--- src/rtl/card_plotter_if.sv ---
// Write-port bundle between the game controller (master) and card_plotter (slave).
interface card_plotter_if;
  logic       start;
  logic [7:0] x_in;
  logic [6:0] y_in;
  logic [2:0] fill_colour;
  logic [2:0] border_colour;
  logic       erase;
  logic       busy;
  logic       done;
  logic [7:0] x;
  logic [6:0] y;
  logic [2:0] colour;
  logic       plot;

  modport master (
    output start, x_in, y_in, fill_colour, border_colour, erase,
    input  busy, done, x, y, colour, plot
  );

  modport slave (
    input  start, x_in, y_in, fill_colour, border_colour, erase,
    output busy, done, x, y, colour, plot
  );
endinterface

--- src/rtl/card_plotter.sv ---
// Card plotter: streams one pixel per clock over a CARD_W x CARD_H rectangle to the
// vga_adapter write port, border in one colour, interior in another, with screen clipping.
module card_plotter #(
  parameter int unsigned CARD_W = 16,
  parameter int unsigned CARD_H = 24,
  parameter int unsigned X_MAX  = 160,
  parameter int unsigned Y_MAX  = 120
) (
  input logic            clk_i,
  input logic            rst_i,
  card_plotter_if.slave  bus
);

  typedef enum logic [1:0] {StIdle, StDraw, StDone} state_e;

  state_e     state_q;
  logic [7:0] ox_q;
  logic [6:0] oy_q;
  logic [2:0] fill_q;
  logic [2:0] border_q;
  logic       erase_q;
  logic [5:0] cx_q;
  logic [5:0] cy_q;
  logic [7:0] x_q;
  logic [6:0] y_q;
  logic [2:0] colour_q;
  logic       plot_q;
  logic       busy_q;
  logic       done_q;

  logic [8:0] xs;
  logic [7:0] ys;
  logic       cx_last;
  logic       cy_last;
  logic       on_border;
  logic       in_range;
  logic [2:0] pix_colour;

  // Address, border and clip decode for the pixel at (cx_q, cy_q).
  always_comb begin
    xs         = {1'b0, ox_q} + {3'b000, cx_q};
    ys         = {1'b0, oy_q} + {2'b00, cy_q};
    cx_last    = (cx_q == 6'(CARD_W - 1));
    cy_last    = (cy_q == 6'(CARD_H - 1));
    on_border  = (cx_q == 6'd0) || cx_last || (cy_q == 6'd0) || cy_last;
    in_range   = (xs < 9'(X_MAX)) && (ys < 8'(Y_MAX));
    pix_colour = erase_q ? 3'b000 : (on_border ? border_q : fill_q);
  end

  // Control FSM with registered pixel outputs; counters advance even when clipped.
  always_ff @(posedge clk_i or posedge rst_i) begin
    if (rst_i) begin
      state_q  <= StIdle;
      ox_q     <= '0;
      oy_q     <= '0;
      fill_q   <= '0;
      border_q <= '0;
      erase_q  <= 1'b0;
      cx_q     <= '0;
      cy_q     <= '0;
      x_q      <= '0;
      y_q      <= '0;
      colour_q <= '0;
      plot_q   <= 1'b0;
      busy_q   <= 1'b0;
      done_q   <= 1'b0;
    end else begin
      unique case (state_q)
        StIdle: begin
          plot_q <= 1'b0;
          done_q <= 1'b0;
          if (bus.start) begin
            ox_q     <= bus.x_in;
            oy_q     <= bus.y_in;
            fill_q   <= bus.fill_colour;
            border_q <= bus.border_colour;
            erase_q  <= bus.erase;
            cx_q     <= '0;
            cy_q     <= '0;
            busy_q   <= 1'b1;
            state_q  <= StDraw;
          end
        end
        StDraw: begin
          x_q      <= xs[7:0];
          y_q      <= ys[6:0];
          colour_q <= pix_colour;
          plot_q   <= in_range;
          if (cx_last && cy_last) begin
            state_q <= StDone;
          end else if (cx_last) begin
            cx_q <= '0;
            cy_q <= cy_q + 6'd1;
          end else begin
            cx_q <= cx_q + 6'd1;
          end
        end
        StDone: begin
          // busy drops as done rises so busy spans exactly CARD_W*CARD_H+1 cycles.
          plot_q  <= 1'b0;
          done_q  <= 1'b1;
          busy_q  <= 1'b0;
          state_q <= StIdle;
        end
        default: state_q <= StIdle;
      endcase
    end
  end

  assign bus.x      = x_q;
  assign bus.y      = y_q;
  assign bus.colour = colour_q;
  assign bus.plot   = plot_q;
  assign bus.busy   = busy_q;
  assign bus.done   = done_q;

endmodule
--- src/flat_wrapper.sv ---
// flat-port wrapper written by rule: the top's interface ports become plain ports
module card_plotter_flat 
#(
  parameter int unsigned CARD_W = 16,
  parameter int unsigned CARD_H = 24,
  parameter int unsigned X_MAX  = 160,
  parameter int unsigned Y_MAX  = 120
)
  (clk_i, rst_i, bus_start, bus_x_in, bus_y_in, bus_fill_colour, bus_border_colour, bus_erase, bus_busy, bus_done, bus_x, bus_y, bus_colour, bus_plot);
  card_plotter_if bus_i ();
  input logic clk_i;
  input logic rst_i;
  input wire logic [$bits(bus_i.start)-1:0] bus_start;
  input wire logic [$bits(bus_i.x_in)-1:0] bus_x_in;
  input wire logic [$bits(bus_i.y_in)-1:0] bus_y_in;
  input wire logic [$bits(bus_i.fill_colour)-1:0] bus_fill_colour;
  input wire logic [$bits(bus_i.border_colour)-1:0] bus_border_colour;
  input wire logic [$bits(bus_i.erase)-1:0] bus_erase;
  output wire logic [$bits(bus_i.busy)-1:0] bus_busy;
  output wire logic [$bits(bus_i.done)-1:0] bus_done;
  output wire logic [$bits(bus_i.x)-1:0] bus_x;
  output wire logic [$bits(bus_i.y)-1:0] bus_y;
  output wire logic [$bits(bus_i.colour)-1:0] bus_colour;
  output wire logic [$bits(bus_i.plot)-1:0] bus_plot;
  assign bus_i.start = bus_start;
  assign bus_i.x_in = bus_x_in;
  assign bus_i.y_in = bus_y_in;
  assign bus_i.fill_colour = bus_fill_colour;
  assign bus_i.border_colour = bus_border_colour;
  assign bus_i.erase = bus_erase;
  assign bus_busy = bus_i.busy;
  assign bus_done = bus_i.done;
  assign bus_x = bus_i.x;
  assign bus_y = bus_i.y;
  assign bus_colour = bus_i.colour;
  assign bus_plot = bus_i.plot;
  card_plotter #(.CARD_W(CARD_W), .CARD_H(CARD_H), .X_MAX(X_MAX), .Y_MAX(Y_MAX)) u_core (.clk_i(clk_i), .rst_i(rst_i), .bus(bus_i));
endmodule
--- config.mk ---
export PLATFORM = sky130hd
export DESIGN_NAME = card_plotter_flat
export DESIGN_NICKNAME = d
export VERILOG_FILES = /design/src/rtl/card_plotter_if.sv /design/src/rtl/card_plotter.sv /design/src/flat_wrapper.sv
export SDC_FILE = /design/constraint.sdc
export NUM_CORES = 1
export LEC_CHECK = 0
export ABC_AREA = 1
export BUFFER_PORTS_ARGS = -buffer_cell sky130_fd_sc_hd__buf_4
export CAP_MARGIN = 20
export CORE_MARGIN = 1
export CORE_UTILIZATION = 45
export DETAILED_ROUTE_END_ITERATION = 16
export PLACE_DENSITY = 0.69
export REMOVE_ABC_BUFFERS = 1
export SYNTH_ARGS = -nofsm -noshare
export SYNTH_HDL_FRONTEND = slang
export SYNTH_SLANG_ARGS = --single-unit
--- constraint.sdc ---
create_clock -name clk_i -period 2.55 [get_ports clk_i]
set_clock_uncertainty 0.05 [all_clocks]
set_input_delay 0.1275 -clock clk_i [delete_from_list [all_inputs] [get_ports clk_i]]
set_output_delay 0.1275 -clock clk_i [all_outputs]
set_load 0.01 [all_outputs]
==> impl_results.md <==
- TritonRoute pass-1 iters: 4
- Max_cap viols: 0
- VDD IR max: 294.2 uV
- Mean post-synth cell area: 8.523 sq um
- Area Growth Syn to Fin: 26.87%
- Count of cell types in the netlist: 33
- Commonest non-fill, non-tap cell in the layout: nand2_1
- DRT Wirelength: 6.659 mm
- # diodes: 0
- ANT nets after route: 0
- Largest family of logic cells by synthesized area: simple AND/OR/NAND/NOR gates
- CORE AREA: 6794 sq um
- Die W: 85.94 um
- Vias per inst: 4.904
- Worst setup SP type: flop
- Most frequent cells in the layout: nand2_1 (102), dfrtp_1 (57), buf_4 (47), inv_1 (37), nor2_1 (29)
- Complex-gate fraction of the synthesized area: 0.07893
- HPWL Detailed: 4.703 mm
- Die Ht: 85.94 um
- Leak pwr: 0.002094 uW
- IO Count: 46
- Initial Util: 0.4667
- Sum of negative setup slack: 0 ps
- Max H-tree Level: 3
- Adder-Cell Fraction of Synth Area: 0.07577
- Vias in the first global route: 2,647
- Routability cong.: 0.8613
- Crit path kind: flop to flop
- Synth Area in Simple Gates: 0.2691
- RSZ-0062 raised after global routing: no
- CTS tree: yes
- Clock Sinks: 57
- Clock root buffer: clkbuf_8
- Worst-Margin Slew: 623.4 ps
- First-pass GRT wire length: 11.70 mm
- Final max-slew violation count: 0
- Vias: 2,668
- CP endpoint kind: flop
- Post-layout min period: 1959 ps
- Layout Nets: 486
- Seq cells post-synth: 57
- Pin count of the biggest net entering global routing: 37
- Worst slew margin: 0.5838
- Final setup violation count: 0
- Fmax: 510.6 MHz
- Site Rows: 30
- Crit share post-route: 0.7681
- Pwr dens: 458.4 nW/um^2
- XOR/XNOR Fraction of Synth Area: 0.01381
- Worst endpoint data arrival time: 2140 ps
- DRT iter0 DRCs: 176
- Clock Latency Late Sink: 340 ps
- Sequential fraction of the synthesis area: 0.4499
- WL/cell: 12.24 um
- Req. time, crit path: 2730 ps
- Hold crit path type: input pin to flop
- Status: finished, final reports clean
- Postcts setup bufs: 0
- Total power: 1844 uW
- Final hold violation count: 0
- Die Footprint: 7386 sq um
- Multiplexer share of the synthesized area: 0.04262
- PortBufs: 45
- Synthesized cell area: 3171 sq um
- Worst Path Max Fanout: 6
- Total CTS buffers: 9
- GRT Total Usage: 0.2046
- Clock buffer depth: 2
- Clock-pin slew on the worst setup and hold paths: 70 ps
- Synth Instances: 372
- # DRC: 0
- Yosys warning total: 0
- Initial antenna violation count: 0
- GRT overflow: 0
- Filler cells: 612
- Layout cells sized above 1: 0.2299
[synthesized netlist by cell type, drive strengths merged]
| cell type | instances | area share |
|---|---|---|
| nand2 | 108 | 0.14 |
| dfrtp | 57 | 0.45 |
| inv | 46 | 0.055 |
| nor2 | 30 | 0.038 |
| nand3 | 29 | 0.056 |
| o21ai | 22 | 0.045 |
| a21oi | 16 | 0.025 |
| ha | 16 | 0.063 |
| mux2 | 12 | 0.043 |
| buf | 7 | 0.013 |
| nand4 | 7 | 0.014 |
| nand3b | 4 | 0.0095 |
| xor2 | 4 | 0.011 |
| a31oi | 3 | 0.0059 |
| or2 | 3 | 0.0059 |
| fa | 2 | 0.013 |
| a21boi | 1 | 0.0024 |
| and3 | 1 | 0.0020 |
| clkbuf | 1 | 0.0012 |
| nor3 | 1 | 0.0016 |
| nor4 | 1 | 0.0067 |
| xnor2 | 1 | 0.0028 |
[power by group]
part,internal [uW],switching [uW]
registers,904,0
logic,46.1,27.8
clock network,500,366
[kinds of logic after synthesis]
kind of cell | Yosys count
buffers and inverters | 54
muxes | 12
DFF | 57
adders and majority gates | 18
xor gates and xnor gates | 5
and+or+nand+nor | 184
AOI/OAI and AO/OA | 42
[final timing paths]
| kind | cells after the start | endpoint | startpoint | slack, ps |
|---|---|---|---|---|
| max | 13 | u_core.bus.plot | u_core.cy_q[0] | 590 |
| max in group asynchronous | 4 | u_core.bus.x[0] | rst_i | 1500 |
| max reg2reg | 13 | u_core.bus.plot | u_core.cy_q[0] | 590 |
| min | 3 | u_core.fill_q[1] | bus_fill_colour[1] | 20 |
| min reg2reg | 2 | u_core.bus.x[3] | u_core.bus.x[3] | 430 |
| min in group asynchronous | 3 | u_core.bus.colour[2] | rst_i | 370 |
[routing by layer]
layer / part of all wire / GRT usage
met1: 0.42 / 0.2332
met2: 0.52 / 0.3615
met3: 0.042 / 0.04812
met4: 0.020 / 0.09545
met5: 0 / 0
[layout make-up]
cell class | instances | area, sq um | share of cell area
clock inverter | 5 | 53.80 | 0.01337
multi-input combinational | 261 | 1523 | 0.3785
tap | 96 | 120.1 | 0.02986
timing repair buffer | 68 | 573.1 | 0.1425
inverter | 46 | 175.2 | 0.04355
sequential | 57 | 1426 | 0.3546
clock buffer | 11 | 151.4 | 0.03764
[repair_timing]
| item | in CTS | in global routing |
|---|---|---|
| endpoints found under the hold margin | 46 | 0 |
| hold buffers | 20 | 0 |
| gates resized for setup | 0 | 0 |
| setup endpoints to repair | 0 | 0 |
[stage by stage]
step	cells	instance area (sq um)	setup WS [ps]	hold WS, ps	utilization
CTS	544	4023	590.3	0.7760	0.5921
global placement	508	3617	678.9	191.2	0.5324
floorplan	364	3124	775.8	209.2	-
global route	544	4023	379.3	24.03	0.5921
detailed placement	508	3617	604.5	193.7	0.5324
finish	544	4023	591.5	15.80	0.5921
[sequential cells by signal, indices dropped and copies added, names as in the netlist, 2 cells and up]
| name | count |
|---|---|
| u_core.cx_q | 6 |
| u_core.border_q | 3 |
| u_core.state_q | 2 |
| u_core.oy_q | 7 |
| u_core.cy_q | 6 |
| u_core.bus.x | 8 |
| u_core.fill_q | 3 |
| u_core.bus.y | 7 |
| u_core.bus.colour | 3 |
| u_core.ox_q | 8 |
[critical path, cell delays in order (launching register included)]
cell	delay, ps
dfrtp_1	440
ha_1	220
inv_1	60
fa_1	350
inv_1	80
nand2_1	70
nand2_1	90
nand3b_1	100
nand2_1	70
nand2_1	60
nand2_1	60
nand3_1	90
nand3_1	70
nand2_1	50
Note: power is estimated with default switching activity, not from simulation.
